$ cat src/rtl/serial_arith_pkg.sv
// Shared definitions for the bit-serial arithmetic blocks: FSM state
// encoding and the legal operand-width range.
package serial_arith_pkg;

  typedef enum logic [1:0] {
    ST_IDLE = 2'd0,
    ST_ADD  = 2'd1,
    ST_DONE = 2'd2
  } state_t;

  localparam int MIN_W = 2;
  localparam int MAX_W = 64;

endpackage

$ cat src/rtl/fa_cell.sv
// Gate-level one-bit full adder; the only arithmetic cell of the serial adder.
module fa_cell (
  input  logic i_a,
  input  logic i_b,
  input  logic i_c,
  output logic o_s,
  output logic o_c
);

  assign o_s = i_a ^ i_b ^ i_c;
  assign o_c = (i_a & i_b) | (i_b & i_c) | (i_a & i_c);

endmodule

$ cat src/rtl/serial_adder_n.sv
// Bit-serial WIDTH-bit adder: one full-adder cell plus a carry flop, one bit
// per clock, LSB first, with a start/busy/done handshake.
//
// state   | meaning
// --------+---------------------------------------------------------------
// ST_IDLE | waiting for start; ready=1
// ST_ADD  | shifting one bit per clock through the full adder; busy=1
// ST_DONE | one-cycle result strobe; done=1, ready=1 (back-to-back start ok)
module serial_adder_n
  import serial_arith_pkg::*;
#(
  parameter int WIDTH = 8,
  parameter int CNT_W = $clog2(WIDTH + 1)
) (
  input  logic             clk,
  input  logic             rst,
  input  logic             start,
  input  logic [WIDTH-1:0] a,
  input  logic [WIDTH-1:0] b,
  input  logic             cin,
  output logic             ready,
  output logic             busy,
  output logic             done,
  output logic [WIDTH-1:0] sum,
  output logic             cout,
  output logic             overflow
);

  localparam logic [CNT_W-1:0] LAST_CNT = CNT_W'(WIDTH - 1);
  localparam logic [CNT_W-1:0] PEN_CNT  = CNT_W'(WIDTH - 2);

  generate
    if (WIDTH < MIN_W || WIDTH > MAX_W) begin : g_bad_width
      $error("serial_adder_n: WIDTH out of range");
    end
  endgenerate

  state_t           r_state;
  state_t           w_state_nxt;
  logic [WIDTH-1:0] r_a_sh;
  logic [WIDTH-1:0] r_b_sh;
  // Only the upper WIDTH-1 partial-sum bits need storage; the final bit is
  // taken straight from the adder on the completion edge.
  logic [WIDTH-2:0] r_s_sh;
  logic             r_c;
  logic             r_c_msb;
  logic [CNT_W-1:0] r_cnt;
  logic [WIDTH-1:0] r_sum;
  logic             r_cout;
  logic             r_ovf;

  logic             w_s_bit;
  logic             w_c_nxt;
  logic [WIDTH-1:0] w_s_cat;
  logic             w_accept;
  logic             w_last;

  fa_cell u_fa (
    .i_a (r_a_sh[0]),
    .i_b (r_b_sh[0]),
    .i_c (r_c),
    .o_s (w_s_bit),
    .o_c (w_c_nxt)
  );

  assign w_s_cat  = {w_s_bit, r_s_sh};
  assign w_accept = start && (r_state == ST_IDLE || r_state == ST_DONE);
  assign w_last   = (r_state == ST_ADD) && (r_cnt == LAST_CNT);

  // State register; reset wins over any in-flight operation.
  always_ff @(posedge clk) begin
    if (rst) r_state <= ST_IDLE;
    else     r_state <= w_state_nxt;
  end

  // Next-state decode.
  always_comb begin
    w_state_nxt = r_state;
    case (r_state)
      ST_IDLE: if (start) w_state_nxt = ST_ADD;
      ST_ADD:  if (r_cnt == LAST_CNT) w_state_nxt = ST_DONE;
      ST_DONE: w_state_nxt = start ? ST_ADD : ST_IDLE;
      default: w_state_nxt = ST_IDLE;
    endcase
  end

  // Moore handshake outputs decoded from the registered state.
  always_comb begin
    ready = 1'b0;
    busy  = 1'b0;
    done  = 1'b0;
    case (r_state)
      ST_IDLE: ready = 1'b1;
      ST_ADD:  busy  = 1'b1;
      ST_DONE: begin
        ready = 1'b1;
        done  = 1'b1;
      end
      default: ready = 1'b0;
    endcase
  end

  // Datapath: operand capture, serial shift/carry, and result update on the
  // last bit. Results hold between completions.
  always_ff @(posedge clk) begin
    if (rst) begin
      r_a_sh  <= '0;
      r_b_sh  <= '0;
      r_s_sh  <= '0;
      r_c     <= 1'b0;
      r_c_msb <= 1'b0;
      r_cnt   <= '0;
      r_sum   <= '0;
      r_cout  <= 1'b0;
      r_ovf   <= 1'b0;
    end else if (w_accept) begin
      r_a_sh <= a;
      r_b_sh <= b;
      r_c    <= cin;
      r_cnt  <= '0;
    end else if (r_state == ST_ADD) begin
      r_a_sh <= r_a_sh >> 1;
      r_b_sh <= r_b_sh >> 1;
      r_s_sh <= w_s_cat[WIDTH-1:1];
      r_c    <= w_c_nxt;
      r_cnt  <= r_cnt + CNT_W'(1);
      if (r_cnt == PEN_CNT) r_c_msb <= w_c_nxt;
      if (w_last) begin
        r_sum  <= w_s_cat;
        r_cout <= w_c_nxt;
        r_ovf  <= r_c_msb ^ w_c_nxt;
      end
    end
  end

  assign sum      = r_sum;
  assign cout     = r_cout;
  assign overflow = r_ovf;

endmodule

$ cat config.mk
export PLATFORM = sky130hd
export DESIGN_NAME = serial_adder_n
export DESIGN_NICKNAME = d
export VERILOG_FILES = /design/src/rtl/serial_arith_pkg.sv /design/src/rtl/fa_cell.sv /design/src/rtl/serial_adder_n.sv
export SDC_FILE = /design/constraint.sdc
export NUM_CORES = 1
export LEC_CHECK = 0
export BUFFER_PORTS_ARGS = -buffer_cell sky130_fd_sc_hd__buf_2
export CAP_MARGIN = 20
export CORE_MARGIN = 1
export CORE_UTILIZATION = 48
export DETAILED_ROUTE_END_ITERATION = 7
export PLACE_DENSITY = 0.82
export SYNTH_ARGS = -nofsm -noshare
export SYNTH_HDL_FRONTEND = slang
export SYNTH_SLANG_ARGS = --single-unit
$ cat constraint.sdc
create_clock -name clk -period 1.25 [get_ports clk]
set_input_delay 0.125 -clock clk [delete_from_list [all_inputs] [get_ports clk]]
set_output_delay 0.125 -clock clk [all_outputs]
set_load 0.01 [all_outputs]
# Word level (Yosys, flattened, before mapping)
# Cells that the tools add are included.
# totals
reg_bits,41
word_cells,50
inputBits,20
output_inout_bits,13
# op_classes
mux,13
eq_ne,6
add_sub_neg,1
n_bitwise,9
reduce_logical,11
# op_table
operator,n
$mux W8,4
$eq A4 B3 Y1 const B,2
$mux W1,6
$pmux W2 S3,1
$reduce_and A3 Y1,2
$add A4 B1 Y4 const B,1
$mux W2,2
$ne A2 B2 Y1 const B,2
$reduce_and A2 Y1,2
$reduce_or A2 Y1,2
$and A1 B1 Y1,3
$xor A1 B1 Y1,3
$eq A2 B1 Y1 const B,1
$eq A2 B2 Y1 const B,1
$logic_and A1 B1 Y1,2
$logic_not A2 Y1,1
$or A1 B1 Y1,2
$reduce_bool A2 Y1,1
$logic_or A1 B1 Y1,1
$not A1 Y1,1

# Depth between registers and ports, before layout
# Gate-level depths: netlist of the first run.
# depth
depth_word,5
ltp_mapped,6
mapped_depth_nobuf,4

# Hierarchy
# From an unflattened synthesis of the first run, not the netlist that was laid out.
# unflattened
cells_unflattened,199
area_unflattened_um2,1677.9
# by_module_without_submodules
module,cells_per_inst,seq_area_each_um2,instances,area_per_inst_um2
serial_adder_n,198,820.8,1,1657.8
fa_cell,1,0.0,1,20.0

# Worst setup path before layout of the first run
# No wires, ideal clock.
# synth_path
kind,reg-to-reg
from,register r_c
to,register r_ovf (netlist: overflow)
t_required_ns,1.162
path_slack_ns,-0.007
period_less_slack_ns,1.257
path_buffers,0
arrival_ns,1.169
stages_incl_launch_ff,4
setup_time_ns,0.088
cell_sequence,dfxtp_1 fa_1 xnor2_1 a311oi_2
# synth_between
elab_chain_len,4
elab_cells_between_ends,5
cone_classes,5 x bitwise
# synth_lines
element,line,rtl
start: declaration,serial_adder_n.sv:45,logic r_c;
start signal: assignment,serial_adder_n.sv:119,r_c <= cin;
start signal: assignment,serial_adder_n.sv:125,r_c <= w_c_nxt;
$and A1 B1 Y1,fa_cell.sv:11,assign o_c = (i_a & i_b) | (i_b & i_c) | (i_a & i_c);
$or A1 B1 Y1,fa_cell.sv:11,
$or A1 B1 Y1 (*),fa_cell.sv:11,
via u_fa.o_c,fa_cell.sv:7,output logic o_c
$xor A1 B1 Y1 (*),serial_adder_n.sv:131,r_ovf <= r_c_msb ^ w_c_nxt;
end signal: assignment,serial_adder_n.sv:131,
end: declaration,serial_adder_n.sv:50,logic r_ovf;
# Mark *: on every way through the listed nets, which the timed path passes. The rest lies on a longest branch.
# A chain may end at the register's enable or synchronous reset.

# Worst setup path after layout of the first run
# layout_path
from,register r_state[1]
to,register r_cnt[0]
# layout_between
elab_chain_len,4
elab_cells_between_ends,6
cone_classes,2 x eq/ne; 4 x reduce/logical
# layout_lines
element,line,rtl
start: declaration,serial_adder_n.sv:38,state_t r_state;
start signal: assignment,serial_adder_n.sv:73,else r_state <= w_state_nxt;
$eq A2 B2 Y1 / $logic_not A2 Y1 (equally long branches),serial_adder_n.sv:67,assign w_accept = start && (r_state == ST_IDLE || r_state == ST_DONE);
$logic_or A1 B1 Y1,serial_adder_n.sv:67,
$logic_and A1 B1 Y1,serial_adder_n.sv:67,
$reduce_or A2 Y1 (no line),n/a,
end signal: assignment,serial_adder_n.sv:126,r_cnt <= r_cnt + CNT_W'(1);
end: declaration,serial_adder_n.sv:47,logic [CNT_W-1:0] r_cnt;
# Parallel ways exist; a longest one is shown, timed or not.

==> flow_summary.toml, run 1 <==
[outcome]
status = "complete, but fails checks"
violations = "negative setup slack"

[job]
drv_cap = 0

[cts]
cts_tree = "done"
clock_latency_ns = 0.36
clk_pin_slew_worst_paths_ns = 0.13
clock_path_buffers = 2
cts.root.buffer_cell = "clkbuf_4"
numCtsBuffers = 5
cts_sinks = 41
htreeDepth = 2

[logic_synthesis]
synth_top_cell_area_share = 0.4866
synth.most_common_cell = "dfxtp_1"
avgSynthCellArea_sq_um = 8.649
yosysTopAreaCell = "dfxtp_1"
yosys_warnings = 0
yosys-top-cells-count = "dfxtp_1 (41), a21oi_1 (24), nand2_1 (23)"
netlist_area_sq_um = 1687
syn-instance-count = 195
ys_ff_latch = 41
synthTopCellsByArea = "dfxtp_1 (49%), a21oi_1 (7.1%), nor3_1 (5.3%), nand2_1 (5.1%), nand3_1 (4.5%)"
synthArstFlopShare = 0
post_synth_num_cell_types = 33
syn_nets = 218
ys.flop_type = "dfxtp_1"
ys_seq_area_frac = 0.4866
synth_edf_count = 0

[global_routing]
grt_overflow_total = 0
antenna_found_initial = 0
grt_pass1_wl_um = 6561
grt_usage = 0.2442
grt_pass1_vias = 1438
grt_max_degree = 34

[hold_path]
worstHoldPathType = "primary input to flop"
min_path_cells = 3

[drt]
wl_met3_um = 192
wl_per_cell_um = 15.47
drt-total-wl_um = 4394
ant_nets = 0
drc_errors = 0
vias = 1614
wl_met1_um = 1882
wl_met2_um = 2267
drt_iter0_markers = 86
vias_per_cell = 5.683
detailedRoute.firstPassIterationCount = 4
top_layer = "met4"

[power_and_ir_drop]
powerDensity_nw_per_um2 = 1216
vdd_drop_max_uv = 1090
leakage_uw = 0.0008904
power_uw = 2757

[finish]
n_antenna_cell = 0
drive_gt1_frac = 0.3571
final_cells = 284
final_nets = 260
syn_to_final_growth_pct = 34.42
fillers = 288

[worst_setup_path]
rr_worst_depth = 6
crit_fanout = 8
crit_path_end_kind = "flop"
worstSetupPathType = "flop to flop"
critPathRequiredTime_ns = 1.49
critPathArrivalTime_ns = 1.58
crit_path_start_kind = "flop"

[sta]
finalSetupViolations = 4
skew_ns = 0.01321
timing.final.ws_setup_ns = -0.08893
hold_violations = 0
timing.hold.ws_ns = 0.04359
max_slew_margin = 0.8060
fin_crit_sh = 1.071
post-route-min-period_ns = 1.339
tightest_slew_ns = 0.2890
maxSlewViolCount = 0
rsz0062_at_grt = "true"
fin_setup_tns_ns = -0.1272
clock.fmax_ghz = 0.7469

[die]
ios = 33
rows = 21
dieArea_sq_um = 3755
start_util = 0.5015
die_w_um = 61.28
core-area_sq_um = 3363
die_h_um = 61.28

[place]
place_congestion = 0.7297
dpl.hpwl_um = 2428
dpl.cell_count = 269
io_buffers = 32
pre_cts_slack_ns = 0.03737
repair_timing:
action,in CTS,in global routing
hold endpoints to repair,1,0
pin swaps,0,5
setup buffers,2,2
hold buffers,1,0
resized for setup,7,23
setup endpoints to repair,1,21
gates cloned,2,0
layout by cell type, fill, tap and decap left out, types with 2 or more instances in the layout:
cell type and count:
a21oi_1 23, a22oi_2 3, a31oi_1 4, buf_12 3, buf_2 31, buf_4 12, buf_6 4, bufbuf_16 2
clkbuf_4 5, clkinv_4 2, dfxtp_1 36, dfxtp_2 4, inv_1 3, mux2i_1 2, nand2_1 23, nand2b_1 2
nand3_1 15, nand3b_1 2, nor3_1 12, nor3_2 6, o21ai_0 12, o22ai_1 7
path summary, 6_finish.rpt:
kind         startpoint        end  slack (ns)
max          r_state[1]   r_cnt[0]       -0.09
min                b[4]  r_b_sh[4]        0.04
max reg2reg  r_state[1]   r_cnt[0]       -0.09
min reg2reg   r_b_sh[7]  r_b_sh[7]        0.48
sequential cells by signal, indices dropped and copies added, names as in the netlist:
signal and count:
r_cnt 4, r_state 2, r_a_sh 8, r_s_sh 7, r_b_sh 8, sum 8, r_c_msb 1, cout 1
overflow 1, r_c 1
cells by family (layout without fill, tap and decap cells):
logic type	Yosys count	count (layout)	share of synthesized area
and+or+nand+nor	69	69	0.2025
AOI/OAI and AO/OA	55	55	0.1921
DFF	41	41	0.4866
buffers and inverters	22	65	0.06453
adders and majority gates	3	3	0.02670
xor gates and xnor gates	3	3	0.01558
muxes	2	2	0.01187
per-stage QoR:
stage	area, sq um	util
2_1_floorplan	1689	-
3_3_place_gp	1944	0.5781
3_5_place_dp	1944	0.5781
4_1_cts	2147	0.6384
5_1_grt	2267	0.6741
6_report	2267	0.6741
critical path, stage by stage (launching register included):
cell	delay, ns
dfxtp_2	0.36
nand2b_4	0.13
clkinv_4	0.07
buf_12	0.12
buf_4	0.18
xnor2_1	0.27
nor3_1	0.08
area by class of cell:
cell class                      instances  area [sq um]  area share
Multi-Input combinational cell        132         850.8      0.3753
Inverter                                4         20.02    0.008830
Clock inverter                          3         46.29     0.02042
Clock buffer                            5         37.54     0.01656
Sequential cell                        41         829.5      0.3659
Timing Repair Buffer                   53         425.4      0.1876
Tap cell                               46         57.56     0.02539
where the power goes:
group | internal [uW] | switching (uW) | leakage [uW] | total [uW]
clock network | 423 | 450 | 0.0000414 | 874
logic | 233 | 239 | 0.000512 | 472
registers | 1370 | 44.6 | 0.000337 | 1410
total | 2020 | 733 | 0.000890 | 2760
layer usage:
layer	global-route usage	vias up
met4	0.1169	0
met1	0.3018	788
met5	0	-
met3	0.06933	5
met2	0.3929	46
li1	-	775
Power figures use the tool's default switching activity.
==> inputs of run 2 (changes only) <==
--- a/config.mk
+++ b/config.mk
@@ -7,8 +7,8 @@
 export LEC_CHECK = 0
-export BUFFER_PORTS_ARGS = -buffer_cell sky130_fd_sc_hd__buf_2
 export CAP_MARGIN = 20
 export CORE_MARGIN = 1
-export CORE_UTILIZATION = 48
+export CORE_UTILIZATION = 54
 export DETAILED_ROUTE_END_ITERATION = 7
-export PLACE_DENSITY = 0.82
+export DONT_BUFFER_PORTS = 1
+export PLACE_DENSITY = 0.8
 export SYNTH_ARGS = -nofsm -noshare
--- a/constraint.sdc
+++ b/constraint.sdc
@@ -3,2 +3,2 @@
 set_output_delay 0.125 -clock clk [all_outputs]
-set_load 0.01 [all_outputs]
+set_load 0.1 [all_outputs]
==> flow_summary.toml, run 2 (synthesized netlist as in run 1, its figures left out) <==
[global_routing]
grt_max_degree = 37
grt_pass1_vias = 1554
grt_pass1_wl_um = 6989
antenna_found_initial = 0
grt_overflow_total = 0
grt_usage = 0.2761

[worst_setup_path]
crit_path_top_delay_cell = "dfxtp_2"
crit_fanout = 5
max_stage_delay_ns = 0.36
critPathRequiredTime_ns = 1.53
crit_path_end_kind = "flop"
crit_path_start_kind = "flop"
worstSetupPathType = "flop to flop"
critPathArrivalTime_ns = 1.62
worstPathCellList = "ha_2 > and3b_2 > buf_6 > nand3_1 > a21oi_1"

[sta]
finalSetupViolations = 15
timing.final.ws_setup_ns = -0.08841
fin_crit_sh = 1.071
hold_violations = 0
timing.hold.ws_ns = 0.03169
maxSlewViolCount = 0
fin_setup_tns_ns = -0.4482
max_slew_margin = 0.8122
skew_ns = 0.01311
rsz0062_at_grt = "true"
clock.fmax_ghz = 0.7472
post-route-min-period_ns = 1.338
tightest_slew_ns = 0.2840

[drt]
vias_per_cell = 6.498
drt-total-wl_um = 5358
drt_iter0_markers = 122
detailedRoute.firstPassIterationCount = 7
ant_nets = 0
vias = 1735
drc_errors = 2
wl_per_cell_um = 20.07

[finish]
drive_gt1_frac = 0.3475
final_cell_mix = "dfxtp_1 (26), nand2_1 (23), a21oi_1 (23)"
register_area_sq_um = 842.1
n_antenna_cell = 0
fillers = 136
syn_to_final_growth_pct = 43.55
final_common_cell = "dfxtp_1"
multiInputGateArea_sq_um = 883.3
final_nets = 258

[power_and_ir_drop]
swShare = 0.2747
p_comb_frac = 0.189
vdd_drop_max_uv = 821.3
p_int_uw = 2094
p_switching_uw = 793.1
p_seq_frac = 0.493
power_uw = 2887
powerDensity_nw_per_um2 = 1192
clock_power_share = 0.318
leakage_uw = 0.0009019

[outcome]
violations = "design-rule violations, negative setup slack"
status = "complete, but fails checks"

[place]
place_congestion = 0.8271
io_buffers = 0
dpl.hpwl_um = 2496
pre_cts_slack_ns = -0.07424

[cts]
clock_path_buffers = 2
htreeDepth = 2
cts_tree = "done"
clk_pin_slew_worst_paths_ns = 0.12
numCtsBuffers = 5
cts.root.buffer_cell = "clkbuf_4"
cts_sinks = 41
clock_latency_ns = 0.36

[die]
dieArea_sq_um = 3351
die_h_um = 57.89
rows = 19
ios = 33
die_w_um = 57.89
core-area_sq_um = 2853
start_util = 0.5912

[hold_path]
worstHoldPathType = "primary input to flop"

[job]
drv_cap = 0
==> run 2: timing repair <==
action                                  CTS  global route
buffers inserted                          5             3
resized for setup                        13            27
hold endpoints to repair                 39             0
hold buffers                             17             0
cloned                                    0             3
endpoints found under the setup margin   18            26
pin swaps                                 2             4
==> run 2: metal layers <==
| metal | routed length, um | part of all wire | GRT usage |
|---|---|---|---|
| met1 | 2066 | 0.39 | 0.3252 |
| met2 | 2650 | 0.49 | 0.4713 |
| met3 | 454 | 0.085 | 0.08259 |
| met4 | 187 | 0.035 | 0.1088 |
| met5 | 0 | 0 | 0 |
==> run 2: critical path, delay by kind of cell (launching register included) <==
kind	cells	cell delay, ns
adder cells (fa/ha/maj)	1	0.20
AO/OA/AOI/OAI	1	0.17
AND/OR/NAND/NOR	2	0.39
flip-flops	1	0.36
buffers and inverters	1	0.14
==> run 2: area by class of cell <==
class	count	share of cell area
flip-flops and latches	41	0.3478
inverters	4	0.008269
clock inverters	1	0.01240
multi-input cells	132	0.3649
repair buffers	51	0.2279
well taps	31	0.01602
clock buffers	7	0.02274
==> run 2: worst paths after layout <==
path,from,to,slack [ns],depth (start not counted)
max,r_cnt[0],cout,-0.09,5
min reg2reg,r_s_sh[0],r_s_sh[0],0.48,2
min,rst,sum[6],0.03,2
max reg2reg,r_cnt[0],cout,-0.09,5
==> run 2: per-stage QoR <==
stage | instances | cell area (sq um) | util
floorplan | 195 | 1707 | -
global placement | 231 | 1873 | 0.6566
detailed placement | 231 | 1873 | 0.6566
CTS | 261 | 2228 | 0.7811
global route | 267 | 2421 | 0.8487
finish | 267 | 2421 | 0.8487
==> run 2: power groups by stage <==
stage / logic (uW) / registers (uW) / clock network (uW)
5_1_grt: 571 / 1430 / 959
2_1_floorplan: 265 / 1420 / 0
6_report: 545 / 1420 / 917
4_1_cts: 424 / 1410 / 905
3_5_place_dp: 330 / 1430 / 0
3_3_place_gp: 314 / 1430 / 0
==> inputs of run 3 (changes only) <==
- HOLD_SLACK_MARGIN: default -> 0.05
==> flow_summary.toml, run 3 (synthesized netlist as in run 1, its figures left out) <==
[global_routing]
grt_usage = 0.2804
grt_overflow_total = 0
antenna_found_initial = 0
grt_pass1_wl_um = 7093
grt_pass1_vias = 1566
grt_max_degree = 38

[finish]
final_nets = 265
multiInputGateArea_sq_um = 919.6
final_cell_mix = "dfxtp_1 (26), buf_4 (25), nand2_1 (23), a21oi_1 (23), dlygate4sd3_1 (18)"
drive_gt1_frac = 0.3704
register_area_sq_um = 842.1
fillers = 120
n_antenna_cell = 0
final_common_cell = "dfxtp_1"
syn_to_final_growth_pct = 49.85

[die]
start_util = 0.5912
rows = 19
ios = 33
die_w_um = 57.89
die_h_um = 57.89
dieArea_sq_um = 3351
core-area_sq_um = 2853

[sta]
maxSlewViolCount = 0
hold_violations = 0
fin_setup_tns_ns = -1.159
timing.final.ws_setup_ns = -0.1530
clock.fmax_ghz = 0.7127
skew_ns = 0.01483
tightest_slew_ns = 0.3916
fin_crit_sh = 1.122
finalSetupViolations = 22
post-route-min-period_ns = 1.403
max_slew_margin = 0.7361
rsz0062_at_grt = "true"
timing.hold.ws_ns = 0.1403

[worst_setup_path]
setup.worst_path.start = "rst"
rr_worst_depth = 6
crit_fanout = 37
crit_path_end_kind = "flop"
endpoint = "r_b_sh[5]"
worstReg2RegStart = "r_state[0]"
r2r-end = "r_c"
critPathArrivalTime_ns = 1.66
crit_path_start_kind = "primary input"
worstSetupPathType = "primary input to flop"
critPathRequiredTime_ns = 1.50
reg2reg_slack_ns = -0.12

[power_and_ir_drop]
clock_power_share = 0.310
vdd_drop_max_uv = 947.4
p_switching_uw = 862.0
power_uw = 2990
p_int_uw = 2128
p_comb_frac = 0.211
leakage_uw = 0.0009446
p_seq_frac = 0.479
swShare = 0.2883
powerDensity_nw_per_um2 = 1183

[drt]
vias = 1948
ant_nets = 0
drt-total-wl_um = 6865
vias_per_cell = 7.109
drc_errors = 2
detailedRoute.firstPassIterationCount = 8
drt_iter0_markers = 164
wl_per_cell_um = 25.05

[cts]
cts_sinks = 41
cts.root.buffer_cell = "clkbuf_4"
clock_latency_ns = 0.37
clk_pin_slew_worst_paths_ns = 0.13
cts_tree = "done"
htreeDepth = 2
numCtsBuffers = 5
clock_path_buffers = 2

[place]
place_congestion = 0.8271
io_buffers = 0
dpl.hpwl_um = 2496
pre_cts_slack_ns = -0.07424

[outcome]
status = "complete, but fails checks"
violations = "design-rule violations, negative setup slack"

[job]
drv_cap = 0

[hold_path]
min_from = "start"
worstHoldPathType = "primary input to flop"
-- run 3: final cells by class --
class                   instances  share of cell area
well taps                      31             0.01535
repair buffers                 58              0.2460
inverters                       4            0.007921
flip-flops and latches         41              0.3332
clock inverters                 1             0.01188
clock buffers                   7             0.02178
multi-input cells             132              0.3639
-- run 3: metrics by stage --
stage	util	cells	instance area, sq um
finish	0.8860	274	2527
floorplan	-	195	1707
global placement	0.6566	231	1873
detailed placement	0.6566	231	1873
global route	0.8860	274	2527
CTS	0.7882	263	2248
-- run 3: metal layers --
layer,track usage,wire length [um],vias to the layer above
li1,-,-,788
met1,0.3295,2268,892
met2,0.4877,3187,201
met3,0.08036,771,67
met4,0.09864,636,0
met5,0,0,-
-- run 3: timing repair --
item                       CTS  global route
resized for setup           13            36
pin swaps                    2             6
hold buffers                19             0
cloned                       0             4
hold endpoints to repair    40             0
setup endpoints to repair   18            27
setup buffers                5             7
-- run 3: power groups by stage --
stage	logic, uW	registers, uW	clock network [uW]
2_1_floorplan	265	1420	0
3_3_place_gp	314	1430	0
3_5_place_dp	330	1430	0
4_1_cts	430	1410	905
5_1_grt	648	1440	968
6_report	630	1430	927
-- run 3: worst max-delay path, cell delays in order --
cell           delay [ns]
dlygate4sd3_1        0.58
buf_12               0.19
inv_1                0.23
o21ai_0              0.20
a31oi_1              0.31
-- run 3: worst min-delay path by stage --
| stage | endpoint | slack (ns) | depth (start not counted) |
|---|---|---|---|
| 2_1_floorplan | r_b_sh[7] | 0.26 | 2 |
| 3_3_place_gp | overflow | 0.19 | 1 |
| 3_5_place_dp | overflow | 0.19 | 1 |
| 4_1_cts | r_c_msb | 0.12 | 3 |
| 5_1_grt | r_a_sh[5] | 0.17 | 3 |
| 6_report | r_a_sh[5] | 0.14 | 3 |
